<file path="src/rtl/branch_pkg.sv">
// Shared encodings and helpers for the branch redirect path.
// Latency: n/a (types, constants and a pure function only).
// Backpressure: n/a.
package branch_pkg;

  // Controller states; encoding is visible to other units, so keep it fixed.
  typedef enum logic [1:0] {
    ST_IDLE  = 2'd0,
    ST_REDIR = 2'd1,
    ST_DRAIN = 2'd2
  } state_t;

  // Width of the post-acceptance drain counter (drain length 0..15).
  localparam int FLUSH_CNT_W = 4;

  // Jump targets must be word aligned; any set low bit is a misalignment.
  function automatic logic target_misaligned(input logic [1:0] lsb);
    return (lsb != 2'b00);
  endfunction

endpackage

</file>
<file path="src/rtl/perf_counter32.sv">
// 32-bit wrap-around event counter with increment enable.
// Latency: an enabled increment is visible on o_count one cycle later.
// Backpressure: none; counts every enabled cycle.
module perf_counter32 (
  input  logic        clk,
  input  logic        rst,
  input  logic        i_inc,
  output logic [31:0] o_count
);

  logic [31:0] r_count;

  // Count enabled cycles; the 32-bit add overflows naturally from all-ones to zero.
  always_ff @(posedge clk or posedge rst) begin
    if (rst) begin
      r_count <= '0;
    end else if (i_inc) begin
      r_count <= r_count + 32'd1;
    end
  end

  assign o_count = r_count;

endmodule

</file>
<file path="src/rtl/branch_redirect_ctrl.sv">
// Registers the branch unit's jump decision into a held fetch redirect, flushes IF/ID, drains, flags misaligned targets.
// Latency: branch event in cycle C gives redirect_valid / flush_ifid / counter update at C+1.
// Backpressure: redirect held until redirect_ready; ex_ready is low outside IDLE so upstream stalls EX.
module branch_redirect_ctrl #(
  parameter int XLEN         = 32,
  parameter int FLUSH_CYCLES = 2
) (
  input  logic            clk,
  input  logic            rst,
  input  logic            ex_valid,
  input  logic            jmp_en,
  input  logic            b_n_jmp,
  input  logic            branch_hazard,
  input  logic [XLEN-1:0] pc_cur,
  input  logic [XLEN-1:0] pc_target,
  input  logic            ext_flush,
  input  logic            redirect_ready,
  output logic            ex_ready,
  output logic            redirect_valid,
  output logic [XLEN-1:0] redirect_pc,
  output logic            flush_ifid,
  output logic            exc_misalign,
  output logic [XLEN-1:0] exc_pc,
  output logic [XLEN-1:0] exc_tval,
  output logic [31:0]     cnt_taken,
  output logic [31:0]     cnt_not_taken
);

  import branch_pkg::*;

  localparam logic [FLUSH_CNT_W-1:0] LP_FLUSH = FLUSH_CNT_W'(FLUSH_CYCLES);

  state_t                 r_state;
  state_t                 w_next_state;
  logic [FLUSH_CNT_W-1:0] r_drain_cnt;
  logic                   r_redirect_vld;
  logic [XLEN-1:0]        r_redirect_pc;
  logic                   r_flush_ifid;
  logic                   r_exc_misalign;
  logic [XLEN-1:0]        r_exc_pc;
  logic [XLEN-1:0]        r_exc_tval;

  logic w_event;
  logic w_taken;
  logic w_misalign;
  logic w_redirect;
  logic w_not_taken;
  logic w_handshake;

  // A trap flush in the same cycle swallows the event entirely: no pulse, no count.
  // jmp_en wins over b_n_jmp if the branch unit ever raises both.
  assign ex_ready    = (r_state == ST_IDLE);
  assign w_event     = ex_valid & ~branch_hazard & ex_ready & ~ext_flush;
  assign w_taken     = w_event & jmp_en;
  assign w_misalign  = w_taken & target_misaligned(pc_target[1:0]);
  assign w_redirect  = w_taken & ~target_misaligned(pc_target[1:0]);
  assign w_not_taken = w_event & ~jmp_en & b_n_jmp;
  assign w_handshake = r_redirect_vld & redirect_ready;

  // State register.
  always_ff @(posedge clk or posedge rst) begin
    if (rst) begin
      r_state <= ST_IDLE;
    end else begin
      r_state <= w_next_state;
    end
  end

  // Next-state decode; ext_flush overrides every transition.
  always_comb begin
    w_next_state = r_state;
    unique case (r_state)
      ST_IDLE: begin
        if (w_redirect) w_next_state = ST_REDIR;
      end
      ST_REDIR: begin
        if (w_handshake) w_next_state = (FLUSH_CYCLES == 0) ? ST_IDLE : ST_DRAIN;
      end
      ST_DRAIN: begin
        if (r_drain_cnt <= FLUSH_CNT_W'(1)) w_next_state = ST_IDLE;
      end
      default: w_next_state = ST_IDLE;
    endcase
    if (ext_flush) w_next_state = ST_IDLE;
  end

  // Drain counter: loaded on redirect acceptance, counts down through DRAIN.
  always_ff @(posedge clk or posedge rst) begin
    if (rst) begin
      r_drain_cnt <= '0;
    end else if (ext_flush) begin
      r_drain_cnt <= '0;
    end else if ((r_state == ST_REDIR) && w_handshake) begin
      r_drain_cnt <= LP_FLUSH;
    end else if ((r_state == ST_DRAIN) && (r_drain_cnt != '0)) begin
      r_drain_cnt <= r_drain_cnt - 1'b1;
    end
  end

  // Registered redirect, flush pulse and exception outputs.
  always_ff @(posedge clk or posedge rst) begin
    if (rst) begin
      r_redirect_vld <= 1'b0;
      r_redirect_pc  <= '0;
      r_flush_ifid   <= 1'b0;
      r_exc_misalign <= 1'b0;
      r_exc_pc       <= '0;
      r_exc_tval     <= '0;
    end else begin
      r_redirect_vld <= (w_next_state == ST_REDIR);
      r_flush_ifid   <= w_redirect;
      r_exc_misalign <= w_misalign;
      // Target only loads from IDLE, so it stays stable for the whole REDIR hold.
      if (w_redirect) r_redirect_pc <= pc_target;
      if (w_misalign) begin
        r_exc_pc   <= pc_cur;
        r_exc_tval <= pc_target;
      end
    end
  end

  assign redirect_valid = r_redirect_vld;
  assign redirect_pc    = r_redirect_pc;
  assign flush_ifid     = r_flush_ifid;
  assign exc_misalign   = r_exc_misalign;
  assign exc_pc         = r_exc_pc;
  assign exc_tval       = r_exc_tval;

  perf_counter32 u_cnt_taken (
    .clk     (clk),
    .rst     (rst),
    .i_inc   (w_redirect),
    .o_count (cnt_taken)
  );

  perf_counter32 u_cnt_not_taken (
    .clk     (clk),
    .rst     (rst),
    .i_inc   (w_not_taken),
    .o_count (cnt_not_taken)
  );

endmodule

</file>
<file path="config.mk">
export PLATFORM = sky130hd
export DESIGN_NAME = branch_redirect_ctrl
export DESIGN_NICKNAME = d
export VERILOG_FILES = /design/src/rtl/branch_pkg.sv /design/src/rtl/perf_counter32.sv /design/src/rtl/branch_redirect_ctrl.sv
export SDC_FILE = /design/constraint.sdc
export NUM_CORES = 1
export LEC_CHECK = 0
export BUFFER_PORTS_ARGS = -buffer_cell sky130_fd_sc_hd__buf_2
export CORE_MARGIN = 2
export CORE_UTILIZATION = 40
export CTS_CLUSTER_SIZE = 28
export DETAILED_ROUTE_END_ITERATION = 16
export GPL_ROUTABILITY_DRIVEN = 0
export GPL_TIMING_DRIVEN = 0
export PLACE_DENSITY = 0.66
export REMOVE_ABC_BUFFERS = 1
export SYNTH_ARGS = -nofsm -noshare
export SYNTH_HDL_FRONTEND = slang
export SYNTH_SLANG_ARGS = --single-unit
export TNS_END_PERCENT = 50
</file>
<file path="constraint.sdc">
create_clock -name clk -period 6.4 [get_ports clk]
set_input_delay 0.32 -clock clk [delete_from_list [all_inputs] [get_ports clk]]
set_output_delay 0.32 -clock clk [all_outputs]
set_load 0.05 [all_outputs]
</file>
==> results of run 1 <==
synth_stat cells (all sizes together):
| cell | instances |
|---|---|
| and3 | 3 |
| a21oi | 3 |
| and2 | 4 |
| o21ai | 4 |
| and4b | 1 |
| dfrtp | 169 |
| nand3 | 22 |
| buf | 9 |
| nand2b | 3 |
| and4 | 5 |
| mux2 | 63 |
| or2 | 1 |
| nand2 | 127 |
| nor4 | 3 |
| inv | 11 |
| nor2b | 1 |
| clkbuf | 8 |
| xor2 | 27 |
| nand4 | 18 |
| nor2 | 26 |
| nor3 | 15 |
| nand3b | 1 |
| and3b | 1 |
| xnor2 | 38 |
| ha | 5 |
final cells by class:
| class | count | area (sq um) |
|---|---|---|
| fillers | 1521 | 7700 |
| well taps | 220 | 275 |
| clock inverters | 9 | 113 |
| repair buffers | 243 | 1330 |
| multi-input cells | 371 | 2500 |
| clock buffers | 23 | 508 |
| inverters | 11 | 48.8 |
| flip-flops and latches | 169 | 4230 |
cells by family (layout without fill, tap and decap cells):
group	count (synthesis)	count (layout)	synth area share
xor gates and xnor gates	65	65	0.0826
buffers and inverters	28	286	0.0231
AOI/OAI and AO/OA	7	7	0.00508
adders and majority gates	5	5	0.00908
and+or+nand+nor	231	231	0.163
DFF	169	169	0.614
muxes	63	63	0.103
stage by stage:
stage	setup TNS [ns]	instance area (sq um)	power, mW	setup slack, ns	hold slack, ns
2_1_floorplan	0	6770	1.99	1.50	0.383
3_3_place_gp	-92.89	8220	2.21	-0.564	0.453
3_5_place_dp	0	8370	2.23	3.34	0.430
4_1_cts	0	9000	3.30	3.31	0.0777
5_1_grt	0	9000	3.40	3.10	0.0823
6_report	0	9000	3.26	3.34	0.100
state kept, by name, indices dropped and copies added (netlist names):
signal                   cells
r_state                      2
exc_tval                    32
redirect_pc                 32
exc_pc                      32
u_cnt_not_taken.o_count     32
redirect_valid               1
exc_misalign                 1
flush_ifid                   1
u_cnt_taken.o_count         32
r_drain_cnt                  4
metal layers:
metal  up-vias  global-route usage
met5         -                   0
met4         0              0.0781
met3        23              0.0471
met2       145               0.270
met1      2410               0.229
li1       2372                   -
power by group through the flow:
stage          sequential [mW]  combinational (mW)  clock [mW]
2_1_floorplan             1.85               0.138           0
3_3_place_gp              1.31               0.901           0
3_5_place_dp              1.32               0.914           0
4_1_cts                   1.30               0.914        1.09
5_1_grt                   1.32               0.949        1.13
6_report                  1.30               0.904        1.06
critical path: stages (launching register included):
cell     delay [ns]
dfrtp_1        0.44
nor4_4         0.42
nand4_1        0.32
buf_8          0.26
inv_2          0.59
nand4_2        0.43
nor3_1         0.33
xor2_1         0.17
worst min path at each step:
stage	from	to	slack (ns)	cells past startpoint
5_1_grt	pc_target[24]	redirect_pc[24]	0.08	3
3_5_place_dp	rst	exc_tval[13]	0.43	2
2_1_floorplan	ext_flush	r_drain_cnt[1]	0.38	1
3_3_place_gp	redirect_pc[11]	redirect_pc[11]	0.45	2
4_1_cts	pc_target[24]	redirect_pc[24]	0.08	3
6_report	pc_target[8]	redirect_pc[8]	0.10	3
==> qor.yml, run 1 <==
synth:
  synth_cells: 568
  synth_warnings: 0
  synth_top_area_share: 0.614
  ys_seq_area_frac: 0.614
  synthTopCellsByArea: "dfrtp_1, mux2_1, nand2_1"
  syn_area_per_cell_sq_um: 12.1
  synth_top_cell_by_area: "dfrtp_1"
  syn_area_sq_um: 6890
  synth.distinct_cells: 31
  synth_seq_cells: 169
drt:
  wl_per_cell_um: 15.0
  drt-pass1-iter-count: 6
  routed_wl_um: 15700
  wl_met2_um: 7360
  drc: 0
  ant_nets: 0
  vias_per_cell: 4.73
  num_vias: 4950
  wl_met3_um: 963
  m1WireLength_um: 7030
  top_layer: "met4"
  drt_iter0_markers: 170
layout:
  synthToLayoutAreaGrowth_pct: 30.7
  post-route-util: 0.539
  final_cells: 1046
  layout_common_cells: "buf_2, dfrtp_1, nand2_1, mux2_1, xnor2_1"
  drive_gt1_frac: 0.349
  mostFrequentLayoutCell: "buf_2"
  fin_nets: 890
  diodes: 0
critical_path:
  arrival_ns: 3.40
  critPathCapture: "u_cnt_taken.o_count[26]"
  r2r-start: "r_state[1]"
  r2r_slack_ns: 3.34
  cp_data_required_time_ns: 6.74
  critPathLaunch: "r_state[1]"
  cp-start-kind: "register"
  path_class: "register to register"
  endpoint_kind: "register"
  reg2reg_to: "u_cnt_taken.o_count[26]"
  cp_max_fo: 40
  reg2regPathDepth: 7
power:
  p_switching_mw: 1.20
  switching_share: 0.369
  power.share.clock: 0.325
  ir_drop_mv: 0.232
  pwr-share-seq: 0.398
  intPower_mw: 2.06
  p_comb_frac: 0.277
  powerDensity_nw_per_um2: 362
  p_leak_nw: 4.83
clocking:
  cts_sinks: 169
  cts_buffer_depth: 2
  ctsHtreeMaxLevel: 4
  clkTransAtPathRegs_ns: 0.07
  clk_latency_ns: 0.42
  cts_setup_buffers: 0
  cts_buffers: 17
  root_buffer: "clkbuf_16"
  post_cts_resized: 0
  cts_tree: "done"
  cts_hold_buf: 1
global_routing:
  grt_max_degree: 95
  grt_pass1_vias: 4828
  grt.overflow.total: 0
  antenna_found_initial: 0
  grt_pass1_wl_um: 25000
  grt_util_all_layers: 0.174
die:
  start_util: 0.413
  coreArea_sq_um: 16700
  ioPinCount: 236
  placementRows: 47
  dieHeight_um: 135
  die-area_sq_um: 18300
  dieWidth_um: 135
timing:
  fin_worst_skew_ns: 0.00923
  setup_violations: 0
  fmax_mhz: 327
  slew_viol_final: 0
  worst_slew_pin_slew_ns: 0.798
  period_share: 0.478
  period_needed_ns: 3.06
  rsz0062_at_grt: "no"
  maxSlewHeadroom: 0.467
  hold_viol_final: 0
run_status:
  outcome: "completed"
min_path:
  min_path_type: "primary input to register"
placement:
  dp_hpwl_um: 11400
  numPortBuffers: 235
  dp.cells: 1013
run:
  drv_cap: 0
Power figures use the tool's default switching activity.
==> run 2: changes to the inputs <==
--- a/config.mk
+++ b/config.mk
@@ -12,7 +12,7 @@
 export DETAILED_ROUTE_END_ITERATION = 16
 export GPL_ROUTABILITY_DRIVEN = 0
 export GPL_TIMING_DRIVEN = 0
-export PLACE_DENSITY = 0.66
+export PLACE_DENSITY = 0.69
 export REMOVE_ABC_BUFFERS = 1
 export SYNTH_ARGS = -nofsm -noshare
 export SYNTH_HDL_FRONTEND = slang
==> constraint.sdc (replaced) <==
create_clock -name clk -period 2.8 [get_ports clk]
set_input_delay 0.14 -clock clk [delete_from_list [all_inputs] [get_ports clk]]
set_output_delay 0.14 -clock clk [all_outputs]
set_load 0.05 [all_outputs]
==> run 2 against run 1 <==
Against the previous run:
- cell area grew 7.9%
- non-clock buffer count grew 67
- worst setup slack lost 3.1 ns
- die area is the same
==> qor.yml, run 2 (synthesis gave the netlist of run 1 again) <==
timing:
  fin_worst_skew_ns: 0.0102
  hold_viol_final: 0
  rsz0062_at_grt: "no"
  fmax_mhz: 391
  slew_viol_final: 0
  maxSlewHeadroom: 0.650
  setup_violations: 0
  setup_slack_ns: 0.244
  worst_slew_pin_slew_ns: 0.525
  period_share: 0.913
  period_needed_ns: 2.56
global_routing:
  grt_pass1_vias: 5259
  grt_pass1_wl_um: 26400
  grt_max_degree: 96
  grt_util_all_layers: 0.183
  antenna_found_initial: 0
  grt.overflow.total: 0
critical_path:
  critPathCapture: "u_cnt_taken.o_count[26]"
  critPathLaunch: "r_state[1]"
  r2r_slack_ns: 0.24
  path_class: "register to register"
  endpoint_kind: "register"
  arrival_ns: 2.90
  reg2reg_to: "u_cnt_taken.o_count[26]"
  reg2regPathDepth: 7
  path_cells: "nor4_4, nand4_1, buf_8, inv_6, nand4_2, nor3_1, xor2_1"
  cp-start-kind: "register"
  cp_max_fo: 40
  cp_slowest_cell: "dfrtp_1"
  r2r-start: "r_state[1]"
  cp_data_required_time_ns: 3.14
  critical-path-max-stage-delay_ns: 0.43
layout:
  final_cells: 1112
  synthToLayoutAreaGrowth_pct: 41.0
  fin_nets: 957
  diodes: 0
  layout_common_cells: "buf_2, dfrtp_1, nand2_1, dlygate4sd3_1, mux2_1"
  drive_gt1_frac: 0.323
  post-route-util: 0.582
  postLayoutCellArea_sq_um: 9720
  mostFrequentLayoutCell: "buf_2"
clocking:
  clkTransAtPathRegs_ns: 0.06
  cts_buffers: 17
  cts_sinks: 169
  ctsHtreeMaxLevel: 4
  cts_tree: "done"
  root_buffer: "clkbuf_16"
  cts_buffer_depth: 2
  clk_latency_ns: 0.42
drt:
  drt_iter0_markers: 235
  wl_per_cell_um: 15.0
  drc: 0
  num_vias: 5246
  vias_per_cell: 4.72
  drt-pass1-iter-count: 4
  ant_nets: 0
  routed_wl_um: 16700
die:
  dieWidth_um: 135
  coreArea_sq_um: 16700
  ioPinCount: 236
  start_util: 0.413
  die-area_sq_um: 18300
  placementRows: 47
  dieHeight_um: 135
placement:
  post-place-ws_ns: -0.342
  dp.cells: 1013
  placed_area_sq_um: 8370
  numPortBuffers: 235
  dp_hpwl_um: 11300
power:
  powerDensity_nw_per_um2: 797
  ir_drop_mv: 0.467
  p_leak_nw: 5.12
run:
  drv_cap: 0
min_path:
  min_path_type: "primary input to register"
run_status:
  outcome: "completed"
## run 2: changes by cell type in the layout (fill, tap and decap cells not counted)
| cell | before | now |
|---|---|---|
| clkinvlp_4 | 1 | 0 |
| inv_2 | 1 | 0 |
| clkinv_2 | 2 | 1 |
| clkinv_4 | 4 | 3 |
| buf_4 | 0 | 2 |
| dlygate4sd3_1 | 1 | 66 |
| bufinv_16 | 2 | 5 |
| clkbuf_1 | 0 | 1 |
| inv_6 | 0 | 2 |
| clkbuf_8 | 6 | 3 |
## run 2: metal layers
layer | part of all wire | track usage
met1 | 0.43 | 0.226
met2 | 0.49 | 0.303
met3 | 0.059 | 0.0565
met4 | 0.024 | 0.0712
met5 | 0 | 0
## run 2: report_power, final
part / internal [mW] / leakage [nW] / total [mW] / switching [mW]
combinational: 0.522 / 2.61 / 2.16 / 1.64
clock: 1.66 / 0.324 / 2.60 / 0.947
sequential: 2.78 / 2.19 / 2.98 / 0.196
## run 2: timing repair
item | 4_1_cts | 5_1_grt
endpoints found under the hold margin | 170 | 0
pin swaps | 1 | 1
buffers inserted | 1 | 1
hold buffers | 66 | 0
endpoints found under the setup margin | 53 | 5
gates resized for setup | 2 | 0
## run 2: cell type report
class,instances,area [sq um]
Inverter,11,53.8
Clock inverter,10,190
Clock buffer,21,470
Sequential cell,169,4230
Fill cell,1397,6990
Multi-Input combinational cell,371,2500
Timing Repair Buffer,310,1990
Tap cell,220,275
## run 2: stage by stage
stage               total power, mW  hold WS (ns)  setup TNS, ns
floorplan                      4.54         0.203        -372.70
global placement               5.06         0.344        -897.96
detailed placement             5.10         0.242          -7.61
CTS                            7.81       0.00593              0
global route                   8.04        0.0404              0
finish                         7.75        0.0192              0
## run 2: worst min-delay path by stage
stage / start / to / depth (start not counted)
2_1_floorplan: ext_flush / r_drain_cnt[1] / 1
3_3_place_gp: pc_target[8] / redirect_pc[8] / 3
3_5_place_dp: rst / exc_tval[2] / 2
4_1_cts: redirect_ready / redirect_valid / 4
5_1_grt: redirect_ready / redirect_valid / 4
6_report: redirect_ready / redirect_valid / 4
## run 2: worst max-delay path: cells and delay by family, from the launching register on
kind | cells | cell delay [ns]
flops | 1 | 0.43
buf+inv | 2 | 0.51
simple gates | 4 | 1.35
xor+xnor | 1 | 0.17
